==> config.mk <==
export PLATFORM = sky130hd
export DESIGN_NAME = serial_adder
export DESIGN_NICKNAME = d
export VERILOG_FILES = /design/src/rtl/serial_adder.sv
export SDC_FILE = /design/constraint.sdc
export NUM_CORES = 1
export LEC_CHECK = 0
export CAP_MARGIN = 20
export CORE_UTILIZATION = 45
export DETAILED_ROUTE_END_ITERATION = 16
export PLACE_DENSITY = 0.74
export SLEW_MARGIN = 20
export SYNTH_ARGS = -nofsm -noshare
export SYNTH_HDL_FRONTEND = slang
export SYNTH_SLANG_ARGS = --single-unit
==> constraint.sdc <==
create_clock -name clk -period 2.95 [get_ports clk]
set_clock_uncertainty 0.05 [all_clocks]
set_input_delay 0.59 -clock clk [delete_from_list [all_inputs] [get_ports clk]]
set_output_delay 0.59 -clock clk [all_outputs]
set_load 0.02 [all_outputs]
==> src/rtl/serial_adder.sv <==
// Bit-serial unsigned adder: one full-adder cell (two half_adders + OR) with a
// registered carry, LSB first, WIDTH shift cycles under a start/done handshake.

module half_adder (
  input  logic a,
  input  logic b,
  output logic s,
  output logic c
);
  assign s = a ^ b;
  assign c = a & b;
endmodule

module serial_adder #(
  parameter int WIDTH = 8
) (
  input  logic             clk,
  input  logic             rst_n,
  input  logic             start,
  input  logic [WIDTH-1:0] in1,
  input  logic [WIDTH-1:0] in2,
  input  logic             cin,
  output logic             busy,
  output logic             done,
  output logic [WIDTH-1:0] sum,
  output logic             carry
);
  localparam int CW = $clog2(WIDTH) + 1;

  typedef enum logic [1:0] {IDLE, SHIFT, DONE} state_t;

  state_t           state, state_nx;
  logic [WIDTH-1:0] a_r, b_r, s_r, s_nx;
  logic             c_r, c_nx;
  logic [CW-1:0]    cnt;
  logic             p0, g0, bit_s, g1, last;

  // Full-adder cell: propagate/generate from the operand bits, then fold in carry.
  half_adder u_ha0 (.a(a_r[0]), .b(b_r[0]), .s(p0),    .c(g0));
  half_adder u_ha1 (.a(p0),     .b(c_r),    .s(bit_s), .c(g1));

  assign c_nx = g0 | g1;
  assign s_nx = {bit_s, s_r[WIDTH-1:1]};
  assign last = (cnt == CW'(WIDTH - 1));

  always_comb begin
    state_nx = state;
    case (state)
      IDLE:    if (start) state_nx = SHIFT;
      SHIFT:   if (last)  state_nx = DONE;
      DONE:    state_nx = IDLE;
      default: state_nx = IDLE;
    endcase
  end

  always_ff @(posedge clk or negedge rst_n) begin
    if (!rst_n) begin
      state <= IDLE;
      a_r   <= '0;
      b_r   <= '0;
      s_r   <= '0;
      c_r   <= 1'b0;
      cnt   <= '0;
      sum   <= '0;
      carry <= 1'b0;
      busy  <= 1'b0;
      done  <= 1'b0;
    end else begin
      state <= state_nx;
      // Flags follow the next state so they line up with the state register.
      busy  <= (state_nx == SHIFT);
      done  <= (state_nx == DONE);
      case (state)
        IDLE: if (start) begin
          a_r <= in1;
          b_r <= in2;
          c_r <= cin;
          cnt <= '0;
          s_r <= '0;
        end
        SHIFT: begin
          a_r <= {1'b0, a_r[WIDTH-1:1]};
          b_r <= {1'b0, b_r[WIDTH-1:1]};
          s_r <= s_nx;
          c_r <= c_nx;
          cnt <= cnt + CW'(1);
          if (last) begin
            sum   <= s_nx;
            carry <= c_nx;
          end
        end
        default: ;
      endcase
    end
  end
endmodule

# Word-level counts from Yosys, hierarchy flattened
# Cells that the tools add are included.
dict set report totals {
  register_bits 42
  in_bits 20
  out_inout_bits 11
  wordCells 38
}
dict set report classes {
  addsub 1
  eq_ne 5
  n_mux 13
  bitwise_logic 5
  n_reduce_logical 4
}
# operator n
set ops {}
lappend ops {{8-bit one-hot mux with 2 select lines} 3}
lappend ops {{8-bit 2-to-1 mux} 3}
lappend ops {{4-bit one-hot mux with 2 select lines} 1}
lappend ops {{4-bit by 1-bit adder with 4-bit output, second input constant} 1}
lappend ops {{2-bit by 1-bit equality test with 1-bit output, second input constant} 2}
lappend ops {{4-bit by 3-bit equality test with 1-bit output, second input constant} 1}
lappend ops {{2-bit 2-to-1 mux} 2}
lappend ops {{4-bit 2-to-1 mux} 1}
lappend ops {{2-bit one-hot mux with 2 select lines} 1}
lappend ops {{2-bit AND reduction} 2}
lappend ops {{1-bit bitwise AND} 2}
lappend ops {{2-bit equality test, second input constant} 1}
lappend ops {{2-bit logical NOT} 1}
lappend ops {{2-bit inequality test, second input constant} 1}
lappend ops {{1-bit one-hot mux with 2 select lines} 1}
lappend ops {{2-bit nonzero test} 1}
lappend ops {{1-bit bitwise XOR} 2}
lappend ops {{1-bit 2-to-1 mux} 1}
lappend ops {{1-bit bitwise OR} 1}

# Logic depth before layout (Yosys ltp)
dict set report logic_depth {
  word_depth 4
  depth_mapped 5
  ltp_nobuf 5
}

# Cells and area by module
# A second synthesis with hierarchy kept.
dict set report unflattened {
  cells_unflattened 146
  area_unflattened_um2 1724.2
}
# mod instances cells_each area_per_inst_um2 seq_area_each_um2
set modules_own_cells {}
lappend modules_own_cells {serial_adder 1 144 1699.1 1026.0}
lappend modules_own_cells {half_adder 2 1 12.5 0.0}

# Worst setup path before layout
# Ideal clock, no wire load.
dict set report synth_path {
  path_type {register to register}
  from {reg cnt[0]}
  to {reg sum[0]}
  setup_ns 0.125
  arrival_ns 1.400
  t_required_ns 2.775
  slack_ns 1.376
  stages_incl_launch_ff 5
  n_path_buf 0
  cell_sequence {dfrtp_1 > ha_1 > nand2_1 > nor3_4 > mux2_2}
}
dict set report synth_via {
  elab_chain_cells 2
}
# item line_no
set synth_lines {}
lappend synth_lines {{from (decl)} 35} ;# logic [CW-1:0] cnt;
lappend synth_lines {{from (signal assigned)} 86} ;# cnt <= cnt + CW'(1);
lappend synth_lines {{4-bit by 3-bit equality test with 1-bit output} 44} ;# assign last = (cnt == CW'(WIDTH - 1));
lappend synth_lines {{2-bit AND reduction (no line)} n/a}
lappend synth_lines {{to (signal assigned)} 88} ;# sum <= s_nx;
lappend synth_lines {{to (decl)} 25} ;# output logic [WIDTH-1:0] sum,
# Every way passes these cells.
# A chain may end at the register's enable or synchronous reset.

# Final worst setup path
dict set report layout_path {
  from {reg state[1]}
  to {reg sum[0]}
}
dict set report layout_via {
  elab_chain_cells 2
}
# item line_no
set layout_lines {}
lappend layout_lines {{from (decl)} 32} ;# state_t state, state_nx;
lappend layout_lines {{from (signal assigned)} 69} ;# state <= state_nx;
lappend layout_lines {{2-bit by 1-bit equality test with 1-bit output} 73} ;# case (state)
lappend layout_lines {{2-bit AND reduction (no line)} n/a}
# Every way passes these cells.

==> metrics.md <==
| Metric | Value |
|---|---|
| Die Area | 0.004037 mm2 |
| Remaining antenna violation count | 0 |
| Pleak | 0.9342 nW |
| WL/cell | 14.30 um |
| Post-CTS resize count | 0 |
| Grt ovf | 0 |
| Die Ht | 63.54 um |
| Share of the synthesized area in the top cell type | 60.21% |
| F_max | 0.5147 GHz |
| Min Hold Slack | 0.3714 ns |
| Cells after Synth | 147 |
| Mux cell area share after synthesis | 6.461% |
| Compound-cell area share of the yosys netlist | 19.68% |
| XOR/XNOR share of the synthesized area | 0% |
| Ranking of synthesized cells by area | dfrtp_1 (60%), a22oi_1 (6.2%), mux2_2 (5.3%), o21ai_0 (4.7%), nand2_1 (3.7%) |
| RSZ-0062 raised after global routing | no |
| Crit path cell chain | nand2b_1, nor3_4, mux2_2 |
| Global-route wire length before repair | 5.561 mm |
| Crit path depth | 3 |
| Clock sink total | 41 |
| Largest net degree at the start of global routing | 42 |
| Inst Count DP | 218 |
| Setup Fix Bufs, Post-CTS | 0 |
| Ant. Diodes | 0 |
| Max-Cap Viols | 0 |
| GR Util All Layers | 18.13% |
| DRC Markers | 0 |
| Commonest cells after routing, fill and taps aside | dfrtp_1 (41), clkdlybuf4s50_1 (29), nand2_1 (17) |
| CTS buffer count | 5 |
| Worst Tran Pin Value | 0.9009 ns |
| Net Count, Synth | 169 |
| Power Density | 971.7 mW/mm2 |
| Hold Path Class | in -> async |
| Final Core Density | 62.88% |
| Max-slew headroom | 39.94% |
| Reg2reg setup slack | 1.01 ns |
| Setup CP Type | reg -> reg |
| Layout cell share with drive strength beyond 1 | 12.22% |
| Initial Util | 49.13% |
| Sum Neg Setup Slack | 0 ns |
| # IOs | 31 |
| Hold violation count in the final report | 0 |
| Die X | 63.54 um |
| Slowest cell on crit path | dfrtp_1 |
| Clk Latency, worst-skew pair | 0.30 ns |
| Simple-Gate Fraction of Synth Area | 8.297% |
| Place WS | 0.9275 ns |
| DR vias/cell | 5.513 |
| Seq/Total Area, Yosys | 60.21% |
| Via count | 1246 |
| Iteration-0 DRC Markers | 49 |
| Setup violators final | 0 |
| Slew Viols, Final | 0 |
| Worst R2R Path Depth | 3 |
| Root Driver | clkbuf_8 |
| Final net count | 201 |
| Hold Buf Count CTS | 0 |
| Synth Register Bits | 41 |
| Crit start category | flip-flop |
| Routed WL | 3.231 mm |
| Number of fill cells | 314 |
| Placed wire-length estimate | 2.194 mm |
| Num rows | 21 |
| Leading area contributor after synthesis | dfrtp_1 |
| Clock Pin Slew Worst Setup and Hold Paths | 0.08 ns |
| Number of synthesis warnings | 0 |
| Final period util | 65.86% |
| CP Capture Type | flip-flop |
| Final instance area | 0.002181 mm2 |
| Number of global-route vias before repair | 1222 |
| Mapped Avg Cell Area | 11.59 um2 |
| Slack of the critical path | 1.007 ns |
| Crit path DAT | 2.08 ns |
| Maximum vdd drop | 0.4318 mV |
| Post-Syn Area | 0.001704 mm2 |
| RR Startpoint | state[1]$_DFF_PN0_ |
| Synth Area in Adders | 1.909% |
| DRT Pass-1 Iters | 4 |
| Area of placed instances | 0.002047 mm2 |
| Post-synthesis cell type count | 26 |
| Status | finished, final reports clean |
| Number of port buffers | 30 |
| CTS tree | done |
| RePlAce Congestion | 0.7049 |
| Non-Filler Instances | 226 |
| Total power | 2.119 mW |
| Combinational family with the most area after synthesis | compound AO/OA/AOI/OAI gates |
| P&R area growth vs syn | 27.97% |
| Core area | 0.003468 mm2 |
| Worst r2r dst | sum[0]$_DFFE_PN0P_ |
| Commonest non-fill, non-tap cell in the layout | dfrtp_1 |
| Crit path max-delay family | simple AND/OR/NAND/NOR gates |
| Tmin final | 1.943 ns |
| H-tree depth | 2 |
| Clock Path Buffers | 2 |
| Critical Path RT | 3.09 ns |
| Slowest stage delay, CP | 0.62 ns |
| CP Max Fanout | 23 |
| Initial antenna violation count | 0 |
| Crit path buf inv count | 0 |
-- sequential cells by signal (all words and copies together) (netlist names), 2 cells and up --
name   flops
state      2
a_r        8
sum        8
cnt        4
s_r        7
b_r        8
-- cells by family after synthesis --
family / count (synthesis)
AO/OA/AOI/OAI: 50
flip-flops: 41
AND/OR/NAND/NOR: 29
buffers and inverters: 15
multiplexers: 10
adder cells (fa/ha/maj): 2
-- per-layer routing --
metal  up-vias  global-route usage, %  part of all wire, %
met4         0                  5.966                  1.4
met3         6                  5.797                  5.0
met5         -                      0                    0
met2        35                  29.92                   47
li1        586                      -                    -
met1       619                  22.34                   47
-- worst max-delay path by stage --
stage,slack (ns),start,end
global placement,1.04,state[1]$_DFF_PN0_,sum[5]$_DFFE_PN0P_
floorplan,1.38,cnt[0]$_DFFE_PN0P_,sum[0]$_DFFE_PN0P_
finish,1.01,state[1]$_DFF_PN0_,sum[0]$_DFFE_PN0P_
detailed placement,0.93,start,cnt[3]$_DFFE_PN0P_
global route,0.88,state[1]$_DFF_PN0_,sum[0]$_DFFE_PN0P_
CTS,0.96,state[1]$_DFF_PN0_,sum[0]$_DFFE_PN0P_
-- where the power goes --
group / leakage, nW / internal (mW) / switching [mW]
registers: 0.532 / 0.761 / 0.150
logic: 0.334 / 0.344 / 0.339
clock network: 0.0681 / 0.336 / 0.190
-- final cells by class --
type                       count  area (um2)  area share (%)
clock buffer                   5       68.82           3.155
timing repair buffer          33       317.8           14.57
clock inverter                 3       65.06           2.983
inverter                       7       26.28           1.205
sequential                    41        1026           47.05
tap                           46       57.56           2.639
multi-input combinational     91       619.3           28.40
-- cell usage after synthesis --
cell type and number:
a41oi_1 1, nor3_4 1, buf_2 2, o21bai_1 1, o22a_1 1, fa_1 1
a22o_1 7, dfrtp_1 41, clkbuf_1 6, mux2_2 8, a22oi_1 14, nand3_1 1
nor2_1 2, o21ai_0 16, nor3_1 1, a22o_2 1, mux2i_1 2, inv_1 7
ha_1 1, a31oi_1 1, o22ai_1 2, nand2b_1 1, nand2_1 17, nor2b_1 6
a21oi_1 5, a32o_1 1
(Power assumes the default switching activity.)
==> edit 1, RTL diff (same settings) <==
Set the parameter `WIDTH` to 16 (it was 8).
--- a/src/rtl/serial_adder.sv
+++ b/src/rtl/serial_adder.sv
@@ -12,7 +12,7 @@
 endmodule
 
 module serial_adder #(
-  parameter int WIDTH = 8
+  parameter int WIDTH = 16
 ) (
   input  logic             clk,
   input  logic             rst_n,
Interface: changed (resized in1, in2 and sum); port bits go from 31 to 55. No check against the original RTL was run, so the function may have changed too.
==> edit 1 against the unedited design <==
  * Sequential cell count is 33 higher
  * Combinational power increased by 110%
  * Area after synthesis rose by 85%
  * Design area grew 79%
  * Setup slack got worse by 0.23 ns
  * Critical endpoint is now sum[11]
  * Largest power group unchanged
  * Total power rose by 80%
  * Largest cell class unchanged
  * Cell count increased by 92%
  * Routed wire length up 74%
  * Highest routed layer unchanged
==> edit 1: results <==
export IMPL_drt_iter0_drc=80
export IMPL_dr_pass1_iters=4
export IMPL_ir_drop_mv=0.4013
export IMPL_synth_common_cells="74 x dfrtp_1, 57 x nor2_1, 38 x nand2_1"
export IMPL_dp_hpwl_um=3704
export IMPL_r2r_cells=6
export IMPL_grt_pass1_wl_um=9991
export IMPL_synth_cells=284
export IMPL_grt_usage_pct=17.42
export IMPL_cp_slowest_cell="dfrtp_1"
export IMPL_maxSlewHeadroom_pct=39.88
export IMPL_top_regs="a_r (16), b_r (16), sum (16)"
export IMPL_drive_gt1_share_pct=18.93
export IMPL_io_buffers=54
export IMPL_worstSetupStartpoint="cnt[0]"
export IMPL_cts_resized=0
export IMPL_vias=2203
export IMPL_worst_r2r_setup_slack_ns=0.77
export IMPL_leakage_nw=1.762
export IMPL_viasPerCell=5.076
export IMPL_cp_slowest_stage_delay_ns=0.41
export IMPL_r2r_end="sum[11]"
export IMPL_cp_max_fo=13
export IMPL_p_int_w=0.002477
export IMPL_crit_arrival_ns=2.35
export IMPL_cts_inserted_buffers=9
export IMPL_clockRootBuffer="clkbuf_8"
export IMPL_finalNetCount=376
export IMPL_synth_nets=323
export IMPL_clk_latency_ns=0.33
export IMPL_grt_max_degree=75
export IMPL_synth_distinct_cells=28
export IMPL_wl_per_cell_um=12.98
export IMPL_pre_cts_ws_ns=0.4713
export IMPL_h_tree_depth=3
export IMPL_outcome="complete, no violations"
export IMPL_routabilityCongestion=0.6963
export IMPL_yosys_top_cells_area="dfrtp_1 59%, o22ai_2 11%, nor2_1 6.8%"
export IMPL_yosysSeqAreaShare_pct=58.73
export IMPL_dpl_cell_count=422
export IMPL_grt_pass1_vias=2166
==> edit 1: cell count changes in the layout (fill, tap and decap cells not counted), sizes merged, moves of 4 or more <==
cell,before,now
a22o,8,0
a22oi,14,0
buf,4,8
clkbuf,5,11
clkdlybuf4s50,29,53
dfrtp,41,74
mux2,8,15
nand2,17,38
nand3,1,20
nor2,2,57
nor2b,6,1
o21ai,16,7
o22ai,2,30
==> edit 1: worst max path at each step <==
stage,end,depth (start not counted)
floorplan,sum[10],6
global placement,a_r[7],5
detailed placement,a_r[8],5
CTS,sum[8],6
global route,sum[13],6
finish,sum[11],6
==> edit 1: final cells by class <==
cell class / count / area, um2
tap: 96 / 120.1
inverter: 6 / 22.52
clock buffer: 11 / 141.4
timing repair buffer: 61 / 603.1
clock inverter: 1 / 5.005
fill: 620 / 2880
sequential: 74 / 1852
multi-input combinational: 185 / 1170
==> edit 1: worst reg2reg max path, stage by stage (launching register included) <==
cell      delay [ns]
dfrtp_1         0.41
ha_1            0.24
and3_1          0.19
ha_1            0.19
nand3b_1        0.35
buf_4           0.29
mux2_2          0.35
==> edit 1: stage by stage <==
step	utilization (%)	hold WS (ns)	area, um2
after floorplan	-	0.2444	3153
after global placement	55.45	0.4029	3767
after detailed placement	55.45	0.4136	3767
after CTS	57.61	0.3583	3914
after global routing	57.61	0.4090	3914
final	57.61	0.3464	3914
==> edit 1: metal layers <==
layer,track usage [%],up-vias,share of wire [%]
met5,0,-,0
met4,7.727,0,1.3
met3,3.946,7,3.7
met2,26.40,52,47
met1,24.14,1081,49
li1,-,1063,-
==> edit 1: cell families (layout without fill, tap and decap cells) <==
| group | after synthesis | after routing | share of synthesized area (%) |
|---|---|---|---|
| and+or+nand+nor | 122 | 122 | 16.03 |
| DFF | 74 | 74 | 58.73 |
| AOI/OAI and AO/OA | 44 | 44 | 13.89 |
| buffers and inverters | 25 | 79 | 4.246 |
| muxes | 16 | 16 | 5.675 |
| adders and majority gates | 3 | 3 | 1.428 |
==> edit 1: power by group through the flow <==
stage | logic, W | registers, W | clock network, W
floorplan | 0.000964 | 0.00179 | 0
global placement | 0.00142 | 0.00173 | 0
detailed placement | 0.00147 | 0.00174 | 0
CTS | 0.00147 | 0.00173 | 0.000662
global route | 0.00162 | 0.00178 | 0.000702
finish | 0.00145 | 0.00172 | 0.000636
==> edit 2, RTL diff (same settings) <==
Made on the original files. Make the reset (`rst_n`) synchronous in one clocked block.
--- a/src/rtl/serial_adder.sv
+++ b/src/rtl/serial_adder.sv
@@ -53,7 +53,7 @@
     endcase
   end
 
-  always_ff @(posedge clk or negedge rst_n) begin
+  always_ff @(posedge clk) begin
     if (!rst_n) begin
       state <= IDLE;
       a_r   <= '0;
Function: differs if rst_n is asserted again (counterexample within 4 cycles, from zero or initial values and one cycle with rst_n low); with rst_n held inactive, the same outputs for 10 cycles.
==> edit 2 against the unedited design <==
  * First-iteration DRC count grew 55%
  * Synthesized cell count grew 27%
  * Via count grew 11%
  * Sequential share of layout area shrank 8.6 points
  * Area after synthesis grew 1.8%
  * Routed wire length shrank 2.1%
  * Sequential cell count is the same
  * Critical path depth grew 1
  * Design area shrank 2.1%
  * Die area grew 1.7%
  * Register-to-register slack gained 0.32 ns
  * Setup slack gained 0.017 ns
Power is not compared: it rests on default switching activity, and its combinational part moved more than twofold at a synthesized area within 25%.
==> edit 2: results <==
export IMPL_async_reset_ff_share_pct=0
export IMPL_clk_latency_ns=0.29
export IMPL_synth_distinct_cells=32
export IMPL_ir_drop_mv=0.2613
export IMPL_synth_common_cells="41 x dfxtp_1, 23 x nor2_1, 18 x nand2_1"
export IMPL_holdCritPathClass="reg -> reg"
export IMPL_drt_iter0_drc=76
export IMPL_io_buffers=30
export IMPL_dp_hpwl_um=2127
export IMPL_wl_um=3162
export IMPL_yosysSeqAreaShare_pct=47.33
export IMPL_seq_power_w=0.000593
export IMPL_ys_flop_type="dfxtp_1"
export IMPL_clockRootBuffer="clkbuf_8"
export IMPL_r2r_start="state[0]"
export IMPL_cp_max_fo=17
export IMPL_routabilityCongestion=0.7698
export IMPL_grt_max_degree=20
export IMPL_r2r_end="cnt[3]"
export IMPL_cp_slowest_cell="clkdlybuf4s50_1"
export IMPL_use_met2_pct=25.80
export IMPL_finalNetCount=236
export IMPL_drive_gt1_share_pct=7.477
export IMPL_maxSlewHeadroom_pct=57.43
export IMPL_fillers=344
export IMPL_r2r_cells=3
export IMPL_yosys_top_cells_area="dfxtp_1 47%, o2bb2ai_1 6.1%, mux2i_1 5.8%"
export IMPL_viasPerCell=5.279
export IMPL_grt_usage_pct=16.95
export IMPL_timing_hold_ws_ns=0.4069
export IMPL_worst_r2r_setup_slack_ns=1.33
export IMPL_grt_pass1_vias=1217
export IMPL_grt_use_met1_pct=21.98
export IMPL_holdCritStartpoint="carry"
export IMPL_grt_pass1_wl_um=5326
export IMPL_outcome="complete, no violations"
export IMPL_cp_slowest_stage_delay_ns=0.88
export IMPL_met3_usage_pct=3.750
export IMPL_crit_family="buffers and inverters"
export IMPL_dr_pass1_iters=4
export IMPL_pre_cts_ws_ns=0.7432
export IMPL_pwr_share_comb_pct=11.8
export IMPL_crit_arrival_ns=2.05
export IMPL_synth_nets=209
export IMPL_ys_warn_count=0
==> edit 2: cell count changes in the layout (fill, tap and decap cells not counted), sizes merged, moves of 5 or more <==
| cell | change |
|---|---|
| a22oi | -5 |
| o2bb2ai | +12 |
| dfrtp | -41 |
| a21oi | +8 |
| mux2i | +8 |
| nor2 | +22 |
| a22o | -8 |
| mux2 | -8 |
| nor2b | -5 |
| dfxtp | +41 |
==> edit 2: cells by family (layout without fill, tap and decap cells) <==
logic type | count (synthesis) | after routing | share of synthesized area, %
simple gates | 58 | 58 | 16.74
compound gates | 57 | 57 | 23.02
buf+inv | 19 | 46 | 5.267
fa+ha+maj | 2 | 2 | 1.876
mux | 10 | 10 | 5.772
flops | 41 | 41 | 47.33
==> edit 2: area by class of cell <==
type	instances	share of cell area (%)
inverters	6	1.055
flip-flops and latches	41	38.45
multi-input cells	127	38.51
well taps	48	2.814
clock buffers	7	4.045
repair buffers	33	15.12
==> edit 2: through the flow <==
| step | cells | instance area [um2] |
|---|---|---|
| finish | 262 | 2135 |
| global route | 262 | 2135 |
| CTS | 262 | 2135 |
| detailed placement | 255 | 2048 |
| global placement | 255 | 2048 |
| floorplan | 187 | 1734 |
==> edit 2: worst min-delay path, cell delays in order (launching register included) <==
cell,delay [ns]
dfxtp_1,0.31
nand2_1,0.05
mux2i_1,0.05
==> edit 2: worst max-delay path by stage <==
stage / start / end / slack (ns)
floorplan: start / a_r[1] / 1.67
global placement: start / cnt[2] / 0.75
detailed placement: start / cnt[2] / 0.74
CTS: start / cnt[2] / 1.05
global route: start / s_r[6] / 0.91
finish: start / cnt[2] / 1.02
==> edit 2: layer usage <==
metal	wire length, um	share of wire (%)	vias up
met5	0	0	-
met4	64	2.0	0
met2	1418	45	24
met1	1589	50	638
li1	-	-	713
met3	89	2.8	8
